`src/rtl/sel_req_arbiter_pkg.sv`:
```
// Shared definitions for the request-collection arbiter in front of the
// three-input priority encoder.
package sel_req_arbiter_pkg;

    localparam int unsigned SRC1 = 0;
    localparam int unsigned SRC2 = 1;
    localparam int unsigned SRC3 = 2;

    localparam int unsigned AGE_MAX_DEF = 4;

    typedef enum logic {
        IDLE,
        OFFER
    } state_e;

endpackage

```
`src/rtl/sel_req_arbiter_age_cnt.sv`:
```
// Saturating wait-age counter; clear has priority over increment.
module sel_age_cnt #(
    parameter int unsigned AGE_MAX = 4,
    parameter int unsigned AGE_W   = 3
) (
    input  logic clk,
    input  logic rst,
    input  logic inc_i,
    input  logic clr_i,
    output logic at_max_o
);

    logic [AGE_W-1:0] cnt_q;
    logic [AGE_W-1:0] cnt_d;

    always_comb begin
        at_max_o = (cnt_q >= AGE_W'(AGE_MAX));
        cnt_d    = cnt_q;
        if (clr_i) begin
            cnt_d = '0;
        end else if (inc_i && !at_max_o) begin
            cnt_d = cnt_q + AGE_W'(1);
        end
    end

    always_ff @(posedge clk) begin
        if (rst) begin
            cnt_q <= '0;
        end else begin
            cnt_q <= cnt_d;
        end
    end

endmodule

```
`src/rtl/sel_req_arbiter.sv`:
```
// Latches request pulses from three sources and offers one at a time
// (one-hot sel1..sel3) with valid/ready, promoting starved sources 2 and 3.
module sel_req_arbiter
    import sel_req_arbiter_pkg::*;
#(
    parameter int unsigned AGE_MAX = AGE_MAX_DEF,
    parameter int unsigned AGE_W   = 3
) (
    input  logic       clk,
    input  logic       rst,
    input  logic [2:0] req_i,
    input  logic       gnt_ready,
    output logic       sel1,
    output logic       sel2,
    output logic       sel3,
    output logic       sel_valid,
    output logic [2:0] pend_o
);

    state_e     state_q, state_d;
    logic [2:0] pend_q, pend_d;
    logic [2:0] offer_q, offer_d;
    logic [2:0] acc_vec;
    logic       accept;
    logic       inc2, inc3, clr2, clr3, max2, max3;

    function automatic logic [2:0] pick_offer(input logic [2:0] p,
                                              input logic       prom2,
                                              input logic       prom3);
        logic [2:0] o;
        o = '0;
        if (p[SRC2] && prom2) begin
            o[SRC2] = 1'b1;
        end else if (p[SRC3] && prom3) begin
            o[SRC3] = 1'b1;
        end else if (p[SRC1]) begin
            o[SRC1] = 1'b1;
        end else if (p[SRC2]) begin
            o[SRC2] = 1'b1;
        end else if (p[SRC3]) begin
            o[SRC3] = 1'b1;
        end
        return o;
    endfunction

    always_comb begin
        accept  = (state_q == OFFER) && gnt_ready;
        acc_vec = accept ? offer_q : 3'b000;
        pend_d  = (pend_q & ~acc_vec) | req_i;
        clr2    = acc_vec[SRC2];
        clr3    = acc_vec[SRC3];
        inc2    = pend_q[SRC2] && !offer_q[SRC2];
        inc3    = pend_q[SRC3] && !offer_q[SRC3];
        state_d = state_q;
        offer_d = offer_q;
        // A source accepted on this edge has its age cleared, so it must not
        // be promoted again by the age it had before the accept.
        if ((state_q == IDLE) || accept) begin
            if (pend_d != 3'b000) begin
                state_d = OFFER;
                offer_d = pick_offer(pend_d, max2 && !clr2, max3 && !clr3);
            end else begin
                state_d = IDLE;
                offer_d = '0;
            end
        end
    end

    always_ff @(posedge clk) begin
        if (rst) begin
            state_q <= IDLE;
            pend_q  <= '0;
            offer_q <= '0;
        end else begin
            state_q <= state_d;
            pend_q  <= pend_d;
            offer_q <= offer_d;
        end
    end

    sel_age_cnt #(.AGE_MAX(AGE_MAX), .AGE_W(AGE_W)) u_age2 (
        .clk      (clk),
        .rst      (rst),
        .inc_i    (inc2),
        .clr_i    (clr2),
        .at_max_o (max2)
    );

    sel_age_cnt #(.AGE_MAX(AGE_MAX), .AGE_W(AGE_W)) u_age3 (
        .clk      (clk),
        .rst      (rst),
        .inc_i    (inc3),
        .clr_i    (clr3),
        .at_max_o (max3)
    );

    assign sel1      = offer_q[SRC1];
    assign sel2      = offer_q[SRC2];
    assign sel3      = offer_q[SRC3];
    assign sel_valid = (state_q == OFFER);
    assign pend_o    = pend_q;

endmodule

```
`config.mk`:
```
export PLATFORM = sky130hd
export DESIGN_NAME = sel_req_arbiter
export DESIGN_NICKNAME = d
export VERILOG_FILES = /design/src/rtl/sel_req_arbiter_pkg.sv /design/src/rtl/sel_req_arbiter_age_cnt.sv /design/src/rtl/sel_req_arbiter.sv
export SDC_FILE = /design/constraint.sdc
export NUM_CORES = 1
export LEC_CHECK = 0
export ABC_CLOCK_PERIOD_IN_PS = 2180
export BUFFER_PORTS_ARGS = -buffer_cell sky130_fd_sc_hd__buf_2
export CAP_MARGIN = 15
export CORE_AREA = 2 2 39 41
export DETAILED_ROUTE_END_ITERATION = 16
export DIE_AREA = 0 0 41 43
export GPL_TIMING_DRIVEN = 0
export HOLD_SLACK_MARGIN = 0.06
export PLACE_DENSITY = 0.69
export RECOVER_POWER = 25
export SLEW_MARGIN = 20
export SYNTH_ARGS = -nofsm -noshare
export SYNTH_HDL_FRONTEND = slang
export SYNTH_SLANG_ARGS = --single-unit
```
`constraint.sdc`:
```
create_clock -name clk -period 2.18 [get_ports clk]
set_clock_uncertainty 0.05 [all_clocks]
set_input_delay 0.436 -clock clk [delete_from_list [all_inputs] [get_ports clk]]
set_output_delay 0.436 -clock clk [all_outputs]
set_load 0.01 [all_outputs]
```
==> metrics.txt <==
Yosys cell types=25; CTS Buffer Depth=2; post-synthesis sequential area ratio=0.426; DPL Wire Length=875 µm; vias per inst=5.17; # DRC=0; Die Wd=41 µm; CTS H-Tree Depth=1; setup bufs post-CTS=0; Inserted Clock Buffers=3; gr busiest metal=met2; non-filler instance count after layout=100; RePlAce Congestion=0.780; crit path DAT=1.61 ns; GR Util All Layers=0.156; synthesized area per cell=8.85 µm²; Peak Freq=661 MHz; fin nets=95; dpl cells=96; Slew headroom=0.685; vias=517; cell count after synthesis=69; vias in the first global route=440; Startpoint Class=register; Peak VDD IR=425 µV; ant diodes=0; Routed Antenna Nets=0; Reg clk slew, reported paths=0.07 ns; met3 Usage GRT=0.0942; Worst Path Required=2.28 ns; RSZ-0062 raised after global routing=false; final hold vios=0; FP Rows=14; FF+latch count, synth=13; P_leak=0.000314 µW; area delta synth->final=15.8%; CTS Root Cell=clkbuf_4; Post-Route Utilization=0.511; Ys Warns=0; Tmin final=1.51 ns; HP Class=input port to register; violation count after the first detailed-route iteration=8; Total Wirelength=1090 µm; final setup TNS=0 ns; CP Capture Type=register; Max FO, Critical Path=6; IO Port Bufs=11; initial antenna violation count=0; router iterations before antenna repair=3; IO Count=13; status=completed; Routed WL per cell=10.9 µm; most frequent cells in the layout=dfxtp_1 (13), nor2_1 (12), buf_2 (11), a21oi_1 (7), inv_1 (6); Initial Utilization=0.441; GR Util met1=0.199; GRT Residual Overflow=0; clock latency on the worst-skew pair=0.27 ns; Finish-stage setup viols=0; critical path type=register to register; Tcrit/Tclk final=0.694; pwr dens=677 nW/µm²; area of the core=1380 µm²; largest net degree at the start of global routing=11; CTS Hold Bufs=0; die area=1760 µm²; die height=43 µm; Least-Margin Pin Slew=0.473 ns; clock sinks=13; M2 GR Usage=0.209; layout cell share with drive strength beyond 1=0.179; fill count=145; first-pass GRT wire length=1800 µm; count of final max-slew check failures=0; CTS tree=done; Mapped Nets=79; Post-CTS Resized=0; MaxCap Viol Count=0; most common cell after layout, fill and taps aside=dfxtp_1; synthesized cell area=611 µm²
[cells in the mapped netlist]
cell	n	area (µm²)
dfxtp_1	13	260
nor2_1	12	45.0
a21oi_1	7	35.0
inv_1	6	22.5
a31oi_1	4	25.0
ha_1	4	50.1
nand2_1	2	7.51
nor3b_1	2	15.0
or2b_1	2	15.0
xnor2_1	2	17.5
a21o_1	1	7.51
a221oi_1	1	8.76
clkbuf_1	1	3.75
nand2b_1	1	6.26
nand3_1	1	5.00
nand3_2	1	10.0
nand4b_1	1	8.76
nor2b_1	1	6.26
o211a_1	1	10.0
o211ai_2	1	12.5
o32ai_1	1	8.76
or2_1	1	6.26
or3_1	1	6.26
or4_1	1	7.51
or4b_1	1	10.0
[worst max-delay path: stages (launching register included)]
cell and delay (ns):
dfxtp_1 0.42, nand3_1 0.16, a221oi_1 0.50, or4_1 0.20, a21oi_1 0.06
[metrics by stage]
stage / cell area, µm² / hold WS (ns) / power, µW / setup WS [ns]
floorplan: 611 / 0.410 / 320 / 0.775
finish: 707 / 0.372 / 479 / 0.667
detailed placement: 686 / 0.439 / 345 / 0.521
CTS: 712 / 0.363 / 487 / 0.692
global placement: 686 / 0.404 / 342 / 0.535
global route: 707 / 0.368 / 520 / 0.479
[registers in the layout, indices dropped and copies added (netlist names)]
signal,cells
pend_o,3
offer_q,3
u_age3.cnt_q,3
u_age2.cnt_q,3
sel_valid,1
[final cells by class]
cell class / count / area, µm² / area share
buffer: 1 / 3.75 / 0.00531
clock buffer: 4 / 26.3 / 0.0372
inverter: 6 / 22.5 / 0.0319
multi-input combinational: 49 / 319 / 0.451
sequential: 13 / 260 / 0.368
tap: 16 / 20.0 / 0.0283
timing repair buffer: 11 / 55.1 / 0.0779
[where the power goes]
group | leakage (µW) | switching [µW] | internal (µW)
registers | 0.000107 | 15.3 | 253
clock network | 0.0000150 | 70.4 | 70.8
logic | 0.000191 | 37.0 | 31.7
total | 0.000314 | 123 | 356
[worst paths after layout]
kind / slack, ns / endpoint / cells past startpoint / startpoint
min reg2reg: 0.44 / offer_q[0] / 2 / offer_q[0]
min: 0.37 / pend_o[1] / 3 / req_i[1]
max: 0.67 / offer_q[2] / 4 / sel_valid
max reg2reg: 0.67 / offer_q[2] / 4 / sel_valid
[layer usage]
metal  vias up  wire length, µm
met4         0               14
met3         2               58
li1        274                -
met2        10              490
met5         -                0
met1       231              522
[logic make-up after synthesis]
family,after synthesis,synth area share
XOR/XNOR,2,0.0287
flip-flops,13,0.426
adder cells (fa/ha/maj),4,0.0820
buffers and inverters,7,0.0430
AO/OA/AOI/OAI,16,0.176
AND/OR/NAND/NOR,27,0.244
Note: power is estimated with default switching activity, not from simulation.
